## src/rtl/pattern_scan_ctrl.sv

```systemverilog
// pattern_scan_ctrl: serialises a latched word MSB first into an external
// serial matcher, clears the matcher before each scan, and counts the
// detections the matcher reports one cycle after each driven bit.
module pattern_scan_ctrl #(
   parameter int W = 16
) (
   input  logic         CLK,
   input  logic         reset,
   input  logic         start,
   input  logic         abort,
   input  logic [W-1:0] data_in,
   input  logic [4:0]   len,
   input  logic         match_b,
   output logic         match_a,
   output logic         match_rst,
   output logic         busy,
   output logic         done,
   output logic [4:0]   match_count,
   output logic         found,
   output logic [3:0]   first_pos
);

   typedef enum logic [2:0] {
      S_IDLE  = 3'd0,
      S_CLEAR = 3'd1,
      S_SHIFT = 3'd2,
      S_DRAIN = 3'd3,
      S_DONE  = 3'd4
   } state_t;

   localparam logic [4:0] LP_W = 5'(W);

   state_t       r_state;
   logic [W-1:0] r_sh;        // remaining bits, next bit to send at MSB
   logic [4:0]   r_len;       // clamped scan length
   logic [3:0]   r_idx;       // index of the bit currently on match_a
   logic         r_det_v;     // previous cycle drove a scan bit
   logic [3:0]   r_det_idx;   // index of the bit driven in the previous cycle
   logic         r_match_a;
   logic         r_match_rst;
   logic         r_busy;
   logic         r_done;
   logic [4:0]   r_count;
   logic         r_found;
   logic [3:0]   r_first_pos;
   logic [4:0]   w_len_clamped;

   assign w_len_clamped = (len > LP_W) ? LP_W : len;

   assign match_a     = r_match_a;
   assign match_rst   = r_match_rst;
   assign busy        = r_busy;
   assign done        = r_done;
   assign match_count = r_count;
   assign found       = r_found;
   assign first_pos   = r_first_pos;

   // Scan FSM with registered outputs; abort overrides the normal transition.
   always_ff @(posedge CLK) begin
      if (reset) begin
         r_state     <= S_IDLE;
         r_sh        <= '0;
         r_len       <= 5'd0;
         r_idx       <= 4'd0;
         r_det_v     <= 1'b0;
         r_det_idx   <= 4'd0;
         r_match_a   <= 1'b0;
         r_match_rst <= 1'b0;
         r_busy      <= 1'b0;
         r_done      <= 1'b0;
         r_count     <= 5'd0;
         r_found     <= 1'b0;
         r_first_pos <= 4'd0;
      end else begin
         // Pulse-style outputs fall back to zero unless a state drives them.
         r_match_a   <= 1'b0;
         r_match_rst <= 1'b0;
         r_done      <= 1'b0;
         r_det_v     <= 1'b0;

         // Matcher answer for the bit driven in the previous SHIFT cycle.
         if (r_det_v && match_b) begin
            if (r_count < LP_W) begin
               r_count <= r_count + 5'd1;
            end
            if (!r_found) begin
               r_found     <= 1'b1;
               r_first_pos <= r_det_idx;
            end
         end

         case (r_state)
            S_IDLE: begin
               if (start) begin
                  r_count     <= 5'd0;
                  r_found     <= 1'b0;
                  r_first_pos <= 4'd0;
                  r_idx       <= 4'd0;
                  if (len == 5'd0) begin
                     r_state <= S_DONE;
                     r_done  <= 1'b1;
                  end else begin
                     r_sh        <= data_in;
                     r_len       <= w_len_clamped;
                     r_state     <= S_CLEAR;
                     r_match_rst <= 1'b1;
                     r_busy      <= 1'b1;
                  end
               end
            end
            S_CLEAR: begin
               r_state   <= S_SHIFT;
               r_idx     <= 4'd0;
               r_match_a <= r_sh[W-1];
               r_sh      <= r_sh << 1;
            end
            S_SHIFT: begin
               r_det_v   <= 1'b1;
               r_det_idx <= r_idx;
               if ({1'b0, r_idx} == (r_len - 5'd1)) begin
                  r_state <= S_DRAIN;
               end else begin
                  r_idx     <= r_idx + 4'd1;
                  r_match_a <= r_sh[W-1];
                  r_sh      <= r_sh << 1;
               end
            end
            S_DRAIN: begin
               r_state <= S_DONE;
               r_busy  <= 1'b0;
               r_done  <= 1'b1;
            end
            S_DONE: begin
               r_state <= S_IDLE;
            end
            default: begin
               r_state <= S_IDLE;
               r_busy  <= 1'b0;
            end
         endcase

         // Abort cancels an active scan and clears the matcher on the way out.
         if (abort && r_busy) begin
            r_state     <= S_IDLE;
            r_busy      <= 1'b0;
            r_done      <= 1'b0;
            r_match_a   <= 1'b0;
            r_match_rst <= 1'b1;
            r_det_v     <= 1'b0;
            r_count     <= 5'd0;
            r_found     <= 1'b0;
            r_first_pos <= 4'd0;
         end
      end
   end

endmodule

```

## config.mk

```make
export PLATFORM = sky130hd
export DESIGN_NAME = pattern_scan_ctrl
export DESIGN_NICKNAME = d
export VERILOG_FILES = /design/src/rtl/pattern_scan_ctrl.sv
export SDC_FILE = /design/constraint.sdc
export NUM_CORES = 1
export LEC_CHECK = 0
export CORE_ASPECT_RATIO = 2
export CORE_UTILIZATION = 45
export CTS_CLUSTER_SIZE = 12
export DETAILED_ROUTE_END_ITERATION = 12
export HOLD_SLACK_MARGIN = 0.15
export PLACE_DENSITY = 0.66
export SLEW_MARGIN = 15
export SYNTH_ARGS = -nofsm -noshare
export SYNTH_HDL_FRONTEND = slang
export SYNTH_SLANG_ARGS = --single-unit
```

## constraint.sdc

```tcl
create_clock -name CLK -period 3.4 [get_ports CLK]
set_clock_uncertainty 0.05 [all_clocks]
set_input_delay 0.68 -clock CLK [delete_from_list [all_inputs] [get_ports CLK]]
set_output_delay 0.68 -clock CLK [all_outputs]
set_load 0.02 [all_outputs]
```

==> impl_metrics.env <==
export IMPL_status="finished clean"
export IMPL_synth_top_family_by_area="simple AND/OR/NAND/NOR gates"
export IMPL_crit_path_end="r_state[2]"
export IMPL_gp_congestion=0.851
export IMPL_critical_path_class="in -> reg"
export IMPL_start_util_pct=46.8
export IMPL_dpl_hpwl_um=3500
export IMPL_wl_per_cell_um=14.1
export IMPL_diodes=0
export IMPL_postCtsHoldBufs=0
export IMPL_drtIter0Drc=30
export IMPL_min_path_type="reg -> reg"
export IMPL_grt_pass1_vias=1764
export IMPL_synthTopCellsByArea="dfxtp_1 (43%), mux2i_1 (9.2%), a211oi_1 (4.8%), nor3_1 (4.1%), nand2_1 (3.5%)"
export IMPL_place_ws_ps=676
export IMPL_vdd_ir_drop_worst_mv=0.360
export IMPL_ys_seq_elements=47
export IMPL_dieWidth_um=51.1
export IMPL_cts_buffers=5
export IMPL_min_period_ps=2400
export IMPL_synth_ff_type="dfxtp_1"
export IMPL_ys_seq_area_share_pct=43.3
export IMPL_reg2reg_from="r_state[0]"
export IMPL_area_delta_synth_final_pct=23.7
export IMPL_critPathBufInv=1
export IMPL_ant_nets=0
export IMPL_track_usage_pct=20.9
export IMPL_vias=1861
export IMPL_die_height_um=100
export IMPL_fin_nets=304
export IMPL_clkTransAtPathRegs_ps=80
export IMPL_worst_pin_slew_ps=568
export IMPL_core_um2=4640
export IMPL_worst_slack_ps=999
export IMPL_startpoint="len[0]"
export IMPL_clock_sinks=47
export IMPL_setup_viol=0
export IMPL_critPathMaxFanout=4
export IMPL_syn_area_per_cell_um2=9.17
export IMPL_die_area_um2=5130
export IMPL_whs_path_depth=2
export IMPL_finalHoldViolations=0
export IMPL_synth_net_count=266
export IMPL_critical_path_required_ps=3570
export IMPL_cts_setup_buffers=0
export IMPL_synthCells=237
export IMPL_p_leak_nw=0.957
export IMPL_worstPathArrival_ps=2570
export IMPL_synthXorXnorAreaFrac_pct=3.91
export IMPL_cts_tree="built"
export IMPL_grt_ovfl_total=0
export IMPL_cpMaxStageDelayCell="or4b_1"
export IMPL_clockBufferDepth=2
export IMPL_critPathCaptureType="flip-flop"
export IMPL_path_cells="clkdlybuf4s50_1 > or3_1 > or2_2 > or4b_1 > a211oi_1"
export IMPL_final_area_um2=2690
export IMPL_grt_max_degree=32
export IMPL_power_mw=1.23
export IMPL_async_flop_share_pct=0
export IMPL_synth_simple_area_share_pct=20.1
export IMPL_synth_cell_types=48
export IMPL_syn_cell_area_um2=2170
export IMPL_clock_fmax_ghz=0.416
export IMPL_reg2reg_depth=7
export IMPL_io_pins=40
export IMPL_finalCritPeriodShare_pct=70.6
export IMPL_drive_gt1_share_pct=8.70
export IMPL_synth_top_area_cell="dfxtp_1"
export IMPL_slew_violations=0
export IMPL_synth_top_area_share_pct=43.3
export IMPL_critPathTopFamily="simple AND/OR/NAND/NOR gates"
export IMPL_cts_root_buffer="clkbuf_8"
export IMPL_reg2reg_slack_ps=1050
export IMPL_dr_pass1_iters=4
export IMPL_finalCoreUtilization_pct=57.9
export IMPL_cts_resized=0
export IMPL_start_kind="primary input"
export IMPL_synthAdderAreaFrac_pct=1.73
export IMPL_slew_headroom_pct=62.1
export IMPL_post_dp_cell_area_um2=2610
export IMPL_routed_wl_um=4680
export IMPL_timing_setup_tns_ps=0
export IMPL_htreeDepth=2
export IMPL_cpPeakStageDelay_ps=550
export IMPL_worst_path_stages=5
export IMPL_antenna_found_initial=0
export IMPL_rows=35
export IMPL_vias_per_cell=5.62
export IMPL_r2r_end="r_sh[1]"
export IMPL_synth_compound_area_share_pct=17.0
export IMPL_synth_most_common_cell="dfxtp_1"
export IMPL_synth_mux_area_share_pct=9.21
export IMPL_clk_latency_ps=300
export IMPL_max_cap_viol_count=0
export IMPL_io_buffers=39
export IMPL_ys_warn_count=0
export IMPL_rsz0062_at_grt="no"
export IMPL_synth_top_cells_by_count="dfxtp_1 (47), mux2i_1 (20), nand2_1 (20)"
export IMPL_synth_edff_count=0
export IMPL_power_density_nw_per_um2=457
export IMPL_grt_pass1_wl_um=8020
export IMPL_drc=0
## through the flow
| stage | instances | hold WS (ps) |
|---|---|---|
| 6_report | 331 | 408 |
| 5_1_grt | 331 | 434 |
| 4_1_cts | 331 | 409 |
| 3_5_place_dp | 323 | 397 |
| 3_3_place_gp | 323 | 393 |
| 2_1_floorplan | 237 | 386 |
## power by group
group          switching, mW  total, mW  internal, mW
Sequential            0.0347      0.631         0.596
Clock                  0.178      0.322         0.145
Combinational          0.141      0.275         0.134
## per-layer routing
| metal | wire, um | vias up | GRT usage, % |
|---|---|---|---|
| met5 | 0 | - | 0 |
| met4 | 110 | 0 | 10.5 |
| met3 | 123 | 8 | 3.79 |
| met2 | 2700 | 43 | 39.3 |
| met1 | 1750 | 879 | 20.7 |
| li1 | - | 931 | - |
## state kept, by name, summed over array words and instances (netlist names), 3 cells and up
register	cells
first_pos	4
match_count	5
r_det_idx	4
r_idx	4
r_len	5
r_sh	16
r_state	3
## tightest hold or removal path: cells and delay by family (launching register included)
kind	cells	cell delay, ps
and+or+nand+nor	1	50
AOI/OAI and AO/OA	1	50
DFF	1	310
## placed cells by master (no fill, tap or decap), drive strengths merged, types with 12 or more instances in the layout
cell type and n:
a21oi 12, nor3 18, nand2 20, nor2 19
clkdlybuf4s50 39, dfxtp 47, a211oi 18, mux2i 20
## cells by family after synthesis
| group | count (synthesis) |
|---|---|
| AND/OR/NAND/NOR | 87 |
| AO/OA/AOI/OAI | 50 |
| flip-flops | 47 |
| buffers and inverters | 22 |
| multiplexers | 20 |
| XOR/XNOR | 8 |
| adder cells (fa/ha/maj) | 3 |
## worst min path at each step
stage               slack (ps)           end          from
floorplan                  390       r_sh[0]       r_sh[0]
global placement           390  r_det_idx[0]  r_det_idx[0]
detailed placement         400  r_det_idx[3]  r_det_idx[3]
CTS                        410  r_det_idx[3]  r_det_idx[3]
global route               430  r_det_idx[3]  r_det_idx[3]
finish                     410  r_det_idx[3]  r_det_idx[3]
## cell type report
class / count / area (um^2)
timing repair buffer: 46 / 443
clock inverter: 1 / 5.00
multi-input combinational: 168 / 1130
fill: 445 / 1950
inverter: 7 / 26.3
tap: 55 / 68.8
clock buffer: 7 / 76.3
sequential: 47 / 941
No activity file was read; power rests on OpenSTA's default activity.
==> RTL edit, RTL diff (config.mk and constraints unchanged) <==
Set the parameter `W` to 18 (it was 16).
--- a/src/rtl/pattern_scan_ctrl.sv
+++ b/src/rtl/pattern_scan_ctrl.sv
@@ -2,7 +2,7 @@
 // serial matcher, clears the matcher before each scan, and counts the
 // detections the matcher reports one cycle after each driven bit.
 module pattern_scan_ctrl #(
-   parameter int W = 16
+   parameter int W = 18
 ) (
    input  logic         CLK,
    input  logic         reset,
Ports: changed (resized data_in); port bits go from 40 to 42. The function was not compared with the original's and may differ.
==> RTL edit against the unedited design <==
  * Utilization is 0.53 points lower
  * Via count is 7.6% higher
  * Setup slack worse by 0.14 ns
  * Total power is 23% higher
  * Sequential cell count is 2 higher
  * Global-route usage is 0.24 points higher
  * Area after synthesis is 10% higher
  * Wire length is 13% higher
  * Cell area is 9.7% higher
  * Largest cell class unchanged
  * Highest routed layer unchanged
==> RTL edit: results (changes against the unedited design) <==
- The fraction of power spent switching nets came to 28.3% (-0.46 points).
- The power of the sequential group came to 669 uW (+6.0%).
- The number of flip-flops under the largest register name is 18 (+2).
- The proportion of power drawn by flip-flops and latches was 44.4% (-7.0 points).
- The static leakage is 0.00108 uW (+13%).
- The reg2reg setup slack is 0.91 ns (-0.14 ns).
- The biggest fanout along the worst timing path is 18 (+14).
- The hold slack is 0.408 ns (-0.000343 ns).
- The global routing met1 resource utilization is 20.5% (-0.26 points).
- The HPWL reported at the end of detailed placement came to 3990 um (+14%).
- The number of filler cells placed in the layout is 476 (+7.0%).
- The run finished with clean final reports.
- The cell family contributing the most delay on the critical path is compound AO/OA/AOI/OAI gates.
- The met3 usage in global routing is 3.93% (+0.14 points).
- The routed wire length is 5290 um (+13%).
- The met2 track demand over resource is 40.6% (+1.4 points).
- The largest voltage drop on the vdd net is 367 uV (+2.2%).
- The total met2 wirelength after detailed routing is 3140 um (+16%).
- The cell area after layout was 2950 um^2 (+9.7%).
- The arrival time of data at the critical path endpoint is 2.70 ns (+0.13 ns).
- The post-route met1 wirelength was 1960 um (+12%).
- The power of the clock network is 488 uW (+52%).
- The worst relative slew slack is 45.9% (-16 points).
- The share of final-layout standard cells stronger than drive strength 1 is 9.62% (+0.93 points).
- The first-pass GRT wire length is 8910 um (+11%).
- The maximum number of pins on one net before global-route repair is 24 (-25%).
- The longest individual stage delay on the worst path is 0.52 ns (-0.03 ns).
## RTL edit: changes by cell type in the layout (fill, tap and decap cells not counted), moves of 3 or more
cell and change:
sky130_fd_sc_hd__a211oi_2 +7, sky130_fd_sc_hd__a21oi_1 +4, sky130_fd_sc_hd__and3_1 +3, sky130_fd_sc_hd__mux2i_1 +4
sky130_fd_sc_hd__buf_4 -3, sky130_fd_sc_hd__inv_1 -3, sky130_fd_sc_hd__a211oi_1 +12, sky130_fd_sc_hd__nor3_1 -13
## RTL edit: final timing paths
| path | from | endpoint | cells past startpoint |
|---|---|---|---|
| min | r_det_idx[0]$_SDFFE_PP0P_ | r_det_idx[0]$_SDFFE_PP0P_ | 2 |
| max | len[1] | r_sh[8]$_SDFFE_PP0P_ | 5 |
| min reg2reg | r_det_idx[0]$_SDFFE_PP0P_ | r_det_idx[0]$_SDFFE_PP0P_ | 2 |
| max reg2reg | r_len[0]$_SDFFE_PP0P_ | r_sh[8]$_SDFFE_PP0P_ | 7 |
## RTL edit: metrics by stage
stage | setup WS (ns) | cells
floorplan | 1.18 | 255
global placement | 0.625 | 341
detailed placement | 0.533 | 341
CTS | 0.853 | 349
global route | 0.750 | 349
finish | 0.860 | 349
## RTL edit: layout make-up
class | count | area share (%)
tap | 58 | 2.46
multi-input combinational | 185 | 44.3
sequential | 49 | 33.3
inverter | 4 | 0.509
timing repair buffer | 45 | 14.9
clock buffer | 5 | 2.33
clock inverter | 3 | 2.21
## RTL edit: cells by family after synthesis
family,count (synthesis),share of synthesized area (%)
DFF,49,40.9
and+or+nand+nor,77,16.3
xor gates and xnor gates,8,2.92
AOI/OAI and AO/OA,72,23.0
buffers and inverters,21,4.75
muxes,25,10.5
adders and majority gates,3,1.57
